===== config.mk =====
export PLATFORM = sky130hd
export DESIGN_NAME = mem_stage
export DESIGN_NICKNAME = d
export VERILOG_FILES = /design/src/rtl/cpu_pkg.sv /design/src/rtl/byte_lane_unit.sv /design/src/rtl/mem_stage.sv
export SDC_FILE = /design/constraint.sdc
export NUM_CORES = 1
export LEC_CHECK = 0
export CORE_AREA = 8 8 182 184
export CTS_BUF_LIST = sky130_fd_sc_hd__clkbuf_8
export DETAILED_ROUTE_END_ITERATION = 8
export DIE_AREA = 0 0 190 192
export PLACE_DENSITY_LB_ADDON = 0.05
export SYNTH_ARGS = -nofsm -noshare
export SYNTH_HDL_FRONTEND = slang
export SYNTH_SLANG_ARGS = --single-unit

===== constraint.sdc =====
create_clock -name clk -period 5.4 [get_ports clk]
set_clock_uncertainty 0.15 [all_clocks]
set_input_delay 1.08 -clock clk [delete_from_list [all_inputs] [get_ports clk]]
set_output_delay 1.08 -clock clk [all_outputs]
set_load 0.1 [all_outputs]

===== src/rtl/cpu_pkg.sv =====
// Shared types and constants for the CPU pipeline stages.
package cpu_pkg;

    typedef enum logic {
        IDLE   = 1'b0,
        ACCESS = 1'b1
    } state_t;

    // Bit positions inside the M control bundle {MemRead, MemWrite, ByteOp}
    localparam int M_READ  = 2;
    localparam int M_WRITE = 1;
    localparam int M_BYTE  = 0;

    // Bit positions inside the WB control bundle {RegWrite, MemToReg}
    localparam int WB_REGWRITE = 1;
    localparam int WB_MEMTOREG = 0;

    localparam int TIMEOUT_DEFAULT = 255;

endpackage


===== src/rtl/byte_lane_unit.sv =====
// Byte-lane steering: load lane extraction, store mask and data replication.
module byte_lane_unit (
    input  logic [2:0]  lane,
    input  logic        byte_op,
    input  logic [63:0] store_data,
    input  logic [63:0] rdata,
    output logic [63:0] load_data,
    output logic [63:0] wdata,
    output logic [7:0]  wmask
);

    always_comb begin
        load_data = rdata;
        wdata     = store_data;
        wmask     = 8'hFF;
        if (byte_op) begin
            load_data = {56'd0, rdata[{lane, 3'b000} +: 8]};
            wdata     = {8{store_data[7:0]}};
            wmask     = 8'h01 << lane;
        end
    end

endmodule


===== src/rtl/mem_stage.sv =====
// MEM pipeline stage: holds the pipe while a data-memory access completes,
// aborts misaligned or unanswered accesses with a one-cycle fault pulse.
module mem_stage
    import cpu_pkg::*;
#(
    parameter int TIMEOUT = TIMEOUT_DEFAULT
) (
    input  logic        clk,
    input  logic        rst,
    input  logic        valid_in,
    input  logic [63:0] ALUresult,
    input  logic [63:0] store_data,
    input  logic [4:0]  Rd,
    input  logic [1:0]  WB,
    input  logic [2:0]  M,
    output logic        mem_req,
    output logic        mem_we,
    output logic [63:0] mem_addr,
    output logic [63:0] mem_wdata,
    output logic [7:0]  mem_wmask,
    input  logic [63:0] mem_rdata,
    input  logic        mem_ack,
    output logic [63:0] Mem,
    output logic [63:0] ALUresult_out,
    output logic [4:0]  Rd_out,
    output logic [1:0]  WB_out,
    output logic        wb_enable,
    output logic        stall,
    output logic        fault
);

    localparam logic [7:0] TMO = 8'(TIMEOUT);

    state_t      state, state_nx;
    logic [63:0] addr_q, data_q;
    logic [4:0]  rd_q;
    logic [1:0]  wb_q;
    logic [2:0]  m_q;
    logic [7:0]  cnt_q;

    logic        is_mem, misaligned, accept, timed_out;
    logic [63:0] load_data, lane_wdata;
    logic [7:0]  lane_wmask;

    assign is_mem     = valid_in & (M[M_READ] | M[M_WRITE]);
    assign misaligned = ~M[M_BYTE] & (ALUresult[2:0] != 3'd0);
    assign accept     = ~rst & (state == IDLE) & is_mem & ~misaligned;
    assign timed_out  = (state == ACCESS) & ~mem_ack & (cnt_q == TMO);

    byte_lane_unit u_lane (
        .lane       (addr_q[2:0]),
        .byte_op    (m_q[M_BYTE]),
        .store_data (data_q),
        .rdata      (mem_rdata),
        .load_data  (load_data),
        .wdata      (lane_wdata),
        .wmask      (lane_wmask)
    );

    always_ff @(posedge clk) begin
        if (rst) begin
            state  <= IDLE;
            addr_q <= '0;
            data_q <= '0;
            rd_q   <= '0;
            wb_q   <= '0;
            m_q    <= '0;
            cnt_q  <= '0;
        end else begin
            state <= state_nx;
            if (accept) begin
                addr_q <= ALUresult;
                data_q <= store_data;
                rd_q   <= Rd;
                wb_q   <= WB;
                m_q    <= M;
                cnt_q  <= '0;
            end else if (state == ACCESS && !mem_ack && !timed_out) begin
                cnt_q <= cnt_q + 8'd1;
            end
        end
    end

    always_comb begin
        state_nx      = state;
        mem_req       = 1'b0;
        mem_we        = 1'b0;
        mem_addr      = '0;
        mem_wdata     = '0;
        mem_wmask     = '0;
        Mem           = '0;
        ALUresult_out = '0;
        Rd_out        = '0;
        WB_out        = '0;
        wb_enable     = 1'b0;
        stall         = 1'b0;
        fault         = 1'b0;
        if (rst) begin
            state_nx = IDLE;
        end else begin
            unique case (state)
                IDLE: begin
                    if (!valid_in) begin
                        wb_enable = 1'b1;
                    end else if (!is_mem) begin
                        ALUresult_out = ALUresult;
                        Rd_out        = Rd;
                        WB_out        = WB;
                        wb_enable     = 1'b1;
                    end else if (misaligned) begin
                        ALUresult_out = ALUresult;
                        Rd_out        = Rd;
                        wb_enable     = 1'b1;
                        fault         = 1'b1;
                    end else begin
                        stall    = 1'b1;
                        state_nx = ACCESS;
                    end
                end
                ACCESS: begin
                    mem_req   = 1'b1;
                    mem_we    = m_q[M_WRITE];
                    mem_addr  = {addr_q[63:3], 3'b000};
                    mem_wdata = lane_wdata;
                    mem_wmask = lane_wmask;
                    ALUresult_out = addr_q;
                    Rd_out        = rd_q;
                    if (mem_ack) begin
                        // A write wins over a simultaneous read request
                        Mem       = m_q[M_WRITE] ? 64'd0 : load_data;
                        WB_out    = wb_q;
                        wb_enable = 1'b1;
                        state_nx  = IDLE;
                    end else if (timed_out) begin
                        wb_enable = 1'b1;
                        fault     = 1'b1;
                        state_nx  = IDLE;
                    end else begin
                        stall = 1'b1;
                    end
                end
                default: state_nx = IDLE;
            endcase
        end
    end

endmodule


Word-level counts from Yosys, hierarchy flattened
Cells that the tools add are included.
- reductions and logical operators: 6
- shift-type cells: 2
- $add $sub $neg: 1
- multiplexer cells: 51
- bitwise logic cells: 13
- equal/unequal tests: 1
- operators by type and width (kind ; count):
    64-bit two-way mux ; 14
    64-bit case mux with 2 select lines ; 1
    64-bit by 7-bit variable part select with 8-bit output ; 1
    8-bit two-way mux ; 3
    1-bit two-way mux ; 20
    5-bit two-way mux ; 4
    5-bit case mux with 2 select lines ; 1
    8-bit by 1-bit adder with 8-bit output, second input constant ; 1
    8-bit == test, second input constant ; 1
    2-bit two-way mux ; 4
    1-bit by 3-bit << shifter with 8-bit output, first input constant ; 1
    1-bit bitwise AND ; 7
    1-bit case mux with 2 select lines ; 3
    1-bit NOT ; 5
    2-bit case mux with 2 select lines ; 1
    3-bit nonzero test ; 1
    1-bit logical AND ; 2
    1-bit zero test ; 2
    2-bit OR reduction ; 1
    1-bit OR ; 1
- input bits: 206
- register bits: 146
- output and inout bits: 276

Longest topological paths before layout
Gate-level depths: netlist (run 1).
- depth in word-level cells: 7
- gate-level depth with buffers: 7
- depth with buffers taken out: 5

Modules after synthesis
From an unflattened synthesis (run 1), not the netlist that was laid out.
- cell total of the unflattened synthesis: 968
- area, all modules: 8405.6 µm²
- by module, submodules not included (module ; cells an instance ; area each (µm²) ; instances ; seq. area each (µm²)):
    mem_stage ; 672 ; 6688.9 ; 1 ; 2922.8
    byte_lane_unit ; 296 ; 1716.6 ; 1 ; 0.0

Worst setup path after synthesis (run 1)
OpenSTA, ideal clock, no wires.
- path type: in2out
- start point: input port rst
- end point: output port fault
- path slack: -0.425 ns
- stages: 3
- arrival time: 4.595 ns
- data required time: 4.170 ns
- cells stage by stage: nand2b_1 clkbuf_1 o41ai_1
- longest elaborated chain between the ends: 1
- ends and longest elaborated chain (what ; RTL line ; text):
    start: declaration ; mem_stage.sv:9 ; input logic rst,
    1-bit two-way mux ; mem_stage.sv:98 ; if (rst) begin
    end: declaration ; mem_stage.sv:29 ; output logic fault
Every way passes these cells.

Worst setup path in the final report (run 1)
- start point: input port ALUresult[0]
- end point: output port ALUresult_out[41]
- longest elaborated chain between the ends: 7
- ends and longest elaborated chain (what ; RTL line ; text):
    start: declaration ; mem_stage.sv:11 ; input logic [63:0] ALUresult,
    3-bit nonzero test ; mem_stage.sv:46 ; assign misaligned = ~M[M_BYTE] & (ALUresult[2:0] != 3'd0);
    1-bit bitwise AND ; mem_stage.sv:46 ;
    64-bit two-way mux ; mem_stage.sv:110 ; end else if (misaligned) begin
    64-bit two-way mux ; mem_stage.sv:105 ; end else if (!is_mem) begin
    64-bit two-way mux ; mem_stage.sv:103 ; if (!valid_in) begin
    64-bit case mux with 2 select lines ; mem_stage.sv:101 ; unique case (state)
    64-bit two-way mux ; mem_stage.sv:98 ;
    end: declaration ; mem_stage.sv:24 ; output logic [63:0] ALUresult_out,
Every way passes these cells.

==> results.md, run 1 <==
* Post-Synth Adder-Cell Area at 0.1696%
* Htree depth at 4
* PD cells at 202.4 nW/um2
* Worst reg2reg endpoint: data_q[7]
* Post-cts hold buffer count at 0
* CTS tree: done
* Clock Power Share at 33.6%
* Setup total negative slack at 0 ns
* Critical Path Max Stage Delay at 0.53 ns
* Most common cell after layout, fill and taps aside: buf_12
* Slowest cell on the critical path: clkdlybuf4s50_1
* Reg2reg path depth at 6
* First-pass GRT wire length at 55.88 mm
* Area contributors post-synth: dfxtp_1, a22o_1, and2_1
* Worst path bufs/invs at 3
* Post-route ant nets at 0
* Largest family of logic cells by synthesized area: compound AO/OA/AOI/OAI gates
* Number of buffers created by CTS at 17
* DRC at 0
* DRT Wirelength at 38.71 mm
* Initial Utilization at 24.44%
* Slew @ Worst Pin at 1.125 ns
* CP startpoint: ALUresult[0]
* Largest net degree at the start of global routing at 93
* IO Count at 482
* Maximum fanout along the worst path at 59
* Comb pwr share at 27.3%
* Port Buffers at 478
* Max Slew Vio Count at 0
* R2R setup slack at 2.69 ns
* Worst Hold Class: reg -> reg
* Flop pwr share at 39.1%
* CP cell instances: clkdlybuf4s50_1 > nor3_2 > o22ai_1 > nor2b_4 > buf_12 > a21o_1 > buf_12
* Status: finished, final reports clean
* RSZ-0062 raised after global routing: false
* Post-synthesis cell area at 7378 um2
* Clock latency at the later pin of the worst-skew pair at 0.46 ns
* Total grt overflow at 0
* Chip height at 192 um
* GPL Wtd Cong at 0.7958
* CP delay by family, top: buffers and inverters
* CTS root buf: clkbuf_8
* Number of flops mapped to enable cells by yosys at 0
* Mux contribution to synthesized area at 3.900%
* Slew headroom at 24.97%
* Most frequent cells in the layout: buf_12, clkdlybuf4s50_1, dfxtp_1
* RR Startpoint: state
* FF+latch count, synth at 146
* Synth top area share at 39.61%
* Final hold vios at 0
* Fmax at 0.2201 GHz
* Crit end category: output pin
* CP most frequent cell: buf_12
* Period minus WS final at 4.543 ns
* Post_cts resized at 0
* Post-route design area at 14700 um2
* Post-CTS Repair Setup Buffers at 0
* CP Capture Point: ALUresult_out[41]
* CP arrival at 3.31 ns
* Share of cells above drive strength 1 at 27.76%
* DRT iter0 DRCs at 399
* Nets@finish at 1434
* Total die area at 36480 um2
* Initial DRT Pass Iterations at 4
* Sink Count at 146
* Switch share at 32.76%
* FP Rows at 64
* Clk slew on worst S/H paths at 0.08 ns
* Setup WS pre-CTS at 0.8240 ns
* Number of global-route vias before repair at 8147
* Initial antenna violation count at 5
* Maximum vdd drop at 143.2 uV
* DR WL/cell at 23.68 um
* Synth Area in Simple Gates at 18.26%
* GRT Total Usage at 20.25%
* Core box area at 30190 um2
* Synth Instances at 797
* Worst EP required at 4.17 ns
* Maxcap violations at 0
* Final setup viols at 0
* Pleak at 6.207 nW
* Post-DP HPWL at 28.93 mm
* Compound-Gate Fraction of Synth Area at 31.52%
* Xor/xnor cell area share of the yosys netlist at 0.3561%
* Syn avg cell area at 9.258 um2
* Crit. path cell count at 7
* Min Hold Slack at 0.3186 ns
* Critical path startpoint category: primary input
* Most used DFF post-synth: dfxtp_1
* Internal power at 2.001 mW
* Synth warn at 0
* Final core utilization at 48.69%
* Final WS setup at 0.8567 ns
* Synth unique cells at 49
* Area grow syn2layout at 99.24%
* Critical path type: in -> out
* Diode count at 0
* Clock Tree Buf Depth at 2
* Yosys top cell by area: dfxtp_1
* Vias per cell at 4.859
* Fin crit share at 84.14%
* Die width at 190 um
* Async SR Flop Fraction at 0%
* Post-synthesis sequential area ratio at 39.61%
* Psw at 0.9748 mW
* Area after DPL at 14260 um2
* Via count at 7945
[final cells by class]
cell class              count  area (um2)
fillers                  2774       15490
repair buffers            489        6787
multi-input cells         571        4046
flip-flops and latches    146        2923
well taps                 396       495.5
clock buffers              19       261.5
clock inverters            12       180.2
inverters                   2       7.507
[power groups by stage]
stage / sequential, mW / clock, mW / combinational [mW]
floorplan: 1.17 / 0 / 0.464
global placement: 1.19 / 0 / 0.814
detailed placement: 1.19 / 0 / 0.815
CTS: 1.16 / 1.03 / 0.818
global route: 1.17 / 1.08 / 0.848
finish: 1.16 / 1.00 / 0.811
[kinds of logic after synthesis]
family	Yosys count
other	1
xor gates and xnor gates	3
buffers and inverters	82
AOI/OAI and AO/OA	301
muxes	17
and+or+nand+nor	246
adders and majority gates	1
DFF	146
[metrics by stage]
step	power, mW	std cells
after floorplan	1.638	799
after global placement	2.002	1604
after detailed placement	2.003	1604
after CTS	3.016	1635
after global routing	3.099	1635
final	2.976	1635
[how the worst min path moves through the flow]
stage | start | to | slack (ns) | depth (start not counted)
2_1_floorplan | addr_q[10] | addr_q[10] | 0.28 | 1
3_3_place_gp | addr_q[8] | addr_q[8] | 0.30 | 1
3_5_place_dp | addr_q[62] | addr_q[62] | 0.30 | 1
4_1_cts | addr_q[19] | addr_q[19] | 0.32 | 1
5_1_grt | addr_q[11] | addr_q[11] | 0.34 | 1
6_report | addr_q[19] | addr_q[19] | 0.32 | 1
[registers in the layout, indices dropped and copies added, names as in the netlist]
register,flops
state,1
cnt_q,8
rd_q,5
addr_q,64
m_q,2
wb_q,2
data_q,64
[metal layers]
metal  track usage [%]  part of all wire (%)  vias up
met2             33.52                    47      347
li1                  -                     -     3771
met4             5.201                   1.8       10
met3             10.00                    11       46
met1             22.96                    40     3771
met5                 0                  0.15        -
[Yosys cell counts, types with 3 or more instances]
cell	n
buf_6	5
dfxtp_1	146
a221o_1	8
buf_1	7
a21o_1	61
nand2b_1	11
buf_2	31
nor2_1	14
nor2b_1	4
nand2_1	67
mux2_2	7
mux4_2	7
a21oi_1	66
clkbuf_1	21
a22o_1	145
and2_1	128
nand3b_1	4
nor3_1	3
nand3_1	3
a32o_1	10
buf_4	15
Power figures use the tool's default switching activity.
==> inputs of run 2 (changes only) <==
--- a/config.mk
+++ b/config.mk
@@ -5,10 +5,10 @@
 export SDC_FILE = /design/constraint.sdc
 export NUM_CORES = 1
 export LEC_CHECK = 0
-export CORE_AREA = 8 8 182 184
+export CORE_AREA = 8 8 181 183
 export CTS_BUF_LIST = sky130_fd_sc_hd__clkbuf_8
 export DETAILED_ROUTE_END_ITERATION = 8
-export DIE_AREA = 0 0 190 192
+export DIE_AREA = 0 0 189 191
 export PLACE_DENSITY_LB_ADDON = 0.05
 export SYNTH_ARGS = -nofsm -noshare
 export SYNTH_HDL_FRONTEND = slang
==> constraint.sdc (replaced) <==
create_clock -name clk -period 4.7 [get_ports clk]
set_clock_uncertainty 0.15 [all_clocks]
set_input_delay 0.94 -clock clk [delete_from_list [all_inputs] [get_ports clk]]
set_output_delay 0.94 -clock clk [all_outputs]
set_load 0.1 [all_outputs]
==> results.md, run 2 (same netlist as run 1, synthesis figures left out) <==
* Post-route ant nets at 0 (unchanged)
* GRT Total Usage at 20.21% (-0.049 points)
* Slew headroom at 38.49% (+14 points)
* Setup total negative slack at 0 ns (unchanged)
* Clock Tree Buf Depth at 2 (unchanged)
* Initial Utilization at 24.57% (+0.13 points)
* Htree depth at 4 (unchanged)
* Port Buffers at 478 (unchanged)
* DRT iter0 DRCs at 428 (+7.3%)
* Switch share at 34.53% (+1.8 points)
* Maximum fanout along the worst path at 8 (-86%)
* IO Count at 482 (unchanged)
* CP startpoint: rst
* CP delay by family, top: simple AND/OR/NAND/NOR gates
* CTS root buf: clkbuf_8
* Status: finished, final reports clean
* Worst reg2reg endpoint: data_q[45]
* GPL Wtd Cong at 0.8105 (+1.8%)
* Total grt overflow at 0 (unchanged)
* Hold Path Depth at 1 (unchanged)
* Most frequent cells in the layout: buf_12, clkdlybuf4s50_1, dfxtp_1
* Critical Path Max Stage Delay at 0.55 ns (+0.02 ns)
* Hold_sp: addr_q[54]
* Clk slew on worst S/H paths at 0.09 ns (about the same)
* Slowest cell on the critical path: nor2_1
* Psw at 1.123 mW (+15%)
* Placed insts at 1606 (+0.12%)
* Area grow syn2layout at 98.83%
* CP cell instances: clkdlybuf4s50_1 > nand2b_2 > inv_2 > nand3b_1 > nor2_1 > a32o_1 > buf_12
* Worst path bufs/invs at 3 (unchanged)
* Sink Count at 146 (unchanged)
* Number of global-route vias before repair at 8135 (-0.15%)
* CP arrival at 3.03 ns (-0.28 ns)
* Die width at 189 um (-0.53%)
* Initial DRT Pass Iterations at 5 (+1)
* Largest regs: addr_q x64, data_q x64, cnt_q x8
* DR WL/cell at 23.30 um (-1.6%)
* Largest net degree at the start of global routing at 139 (+49%)
* Share of cells above drive strength 1 at 27.78% (about the same)
* PD cells at 221.7 nW/um2 (+9.5%)
* Final hold vios at 0 (unchanged)
* Maximum vdd drop at 134.9 uV (-5.8%)
* First-pass GRT wire length at 55.79 mm (-0.16%)
* Number of buffers created by CTS at 17 (unchanged)
* Critical path startpoint category: primary input
* Reg2reg path depth at 5 (-1)
* Footprint of the multi-input gates at 4046 um2 (unchanged)
* Fin crit share at 87.65%
* Final setup viols at 0 (unchanged)
* Initial antenna violation count at 4 (-1)
* Flop pwr share at 41.1% (+2.0 points)
* Nets@finish at 1436 (+0.14%)
* Maxcap violations at 0 (unchanged)
* Filler cells at 2791 (+0.61%)
* Most common cell after layout, fill and taps aside: buf_12
* Clock latency at the later pin of the worst-skew pair at 0.45 ns (about the same)
* Post_cts resized at 0 (unchanged)
* Final non-filler cell total at 1640 (+0.31%)
* DRT Wirelength at 38.21 mm (-1.3%)
* RR Startpoint: state
* Critical path type: in -> out
* Worst EP required at 3.61 ns (-0.56 ns)
* Vias per cell at 4.841 (-0.38%)
* Internal power at 2.129 mW (+6.4%)
* Core box area at 30030 um2 (-0.53%)
* Crit end category: output pin
* Hold Path Sink: addr_q[54]
* Via count at 7939 (-0.076%)
* Post-DP HPWL at 29.33 mm (+1.4%)
* Clock Power Share at 30.3% (-3.3 points)
* PnR Total Power at 3.252 mW (+9.3%)
* Fmax at 0.2427 GHz
* Pleak at 6.197 nW (-0.16%)
* Chip height at 191 um (-0.52%)
* CTS tree: done
* Register area at 2923 um2 (unchanged)
* FP Rows at 64 (unchanged)
* Max Slew Vio Count at 0 (unchanged)
* Slew @ Worst Pin at 0.9213 ns (-0.2041 ns)
* Period minus WS final at 4.119 ns
* Comb pwr share at 28.7% (+1.4 points)
* R2R setup slack at 2.51 ns (-0.18 ns)
* DRC at 0 (unchanged)
* Total die area at 36100 um2 (-1.0%)
* Post-CTS Repair Setup Buffers at 0 (unchanged)
* Crit. path cell count at 7 (unchanged)
* RSZ-0062 raised after global routing: false
* Post-cts hold buffer count at 0 (unchanged)
* Worst Hold Class: reg -> reg
run 2: changes by cell type in the layout (fill, tap and decap cells not counted), moves of 2 or more:
cell and change:
inv_8 +3, clkinv_4 -2, bufinv_16 -3, inv_6 +4, diode_2 +2, clkbuf_8 -2
run 2: layout make-up:
type	instances	area share, %
Antenna cell	2	0.03412
Clock buffer	17	1.595
Clock inverter	15	0.9893
Inverter	2	0.05117
Multi-Input combinational cell	571	27.58
Sequential cell	146	19.92
Tap cell	396	3.377
Timing Repair Buffer	491	46.45
run 2: worst reg2reg max path, stage by stage, from the launching register on:
cell	delay, ns
dfxtp_1	0.35
nor2b_1	0.16
nand2b_1	0.19
nor2_4	0.40
buf_12	0.45
a22o_1	0.45
run 2: power by group through the flow:
stage               Sequential [mW]  Combinational, mW  Clock (mW)
floorplan                      1.35              0.533           0
global placement               1.36              0.935           0
detailed placement             1.36              0.938           0
CTS                            1.34              0.941        1.03
global route                   1.35              0.972        1.08
finish                         1.34              0.932       0.984
run 2: stage by stage:
step                utilization, %  area, um2  setup WS [ns]  hold slack [ns]
CTS                          48.84      14670         0.5686           0.3259
finish                       48.85      14670         0.5805           0.3221
global placement             47.58      14290         0.5864           0.2980
detailed placement           47.58      14290         0.5870           0.2973
global route                 48.85      14670         0.4658           0.3381
floorplan                        -       7393         0.4873           0.2840
run 2: routing by layer:
metal | GRT usage (%) | share of wire, % | routed length [um] | vias up
li1 | - | - | - | 3771
met1 | 24.24 | 41 | 15740 | 3810
met2 | 34.14 | 49 | 18580 | 328
met3 | 7.643 | 9.1 | 3464 | 26
met4 | 4.029 | 1.1 | 403 | 4
met5 | 0 | 0.068 | 26 | -
run 2: worst max path at each step:
stage,end
4_1_cts,Mem[0]
3_5_place_dp,Mem[0]
3_3_place_gp,Mem[0]
6_report,Mem[0]
5_1_grt,ALUresult_out[47]
2_1_floorplan,fault
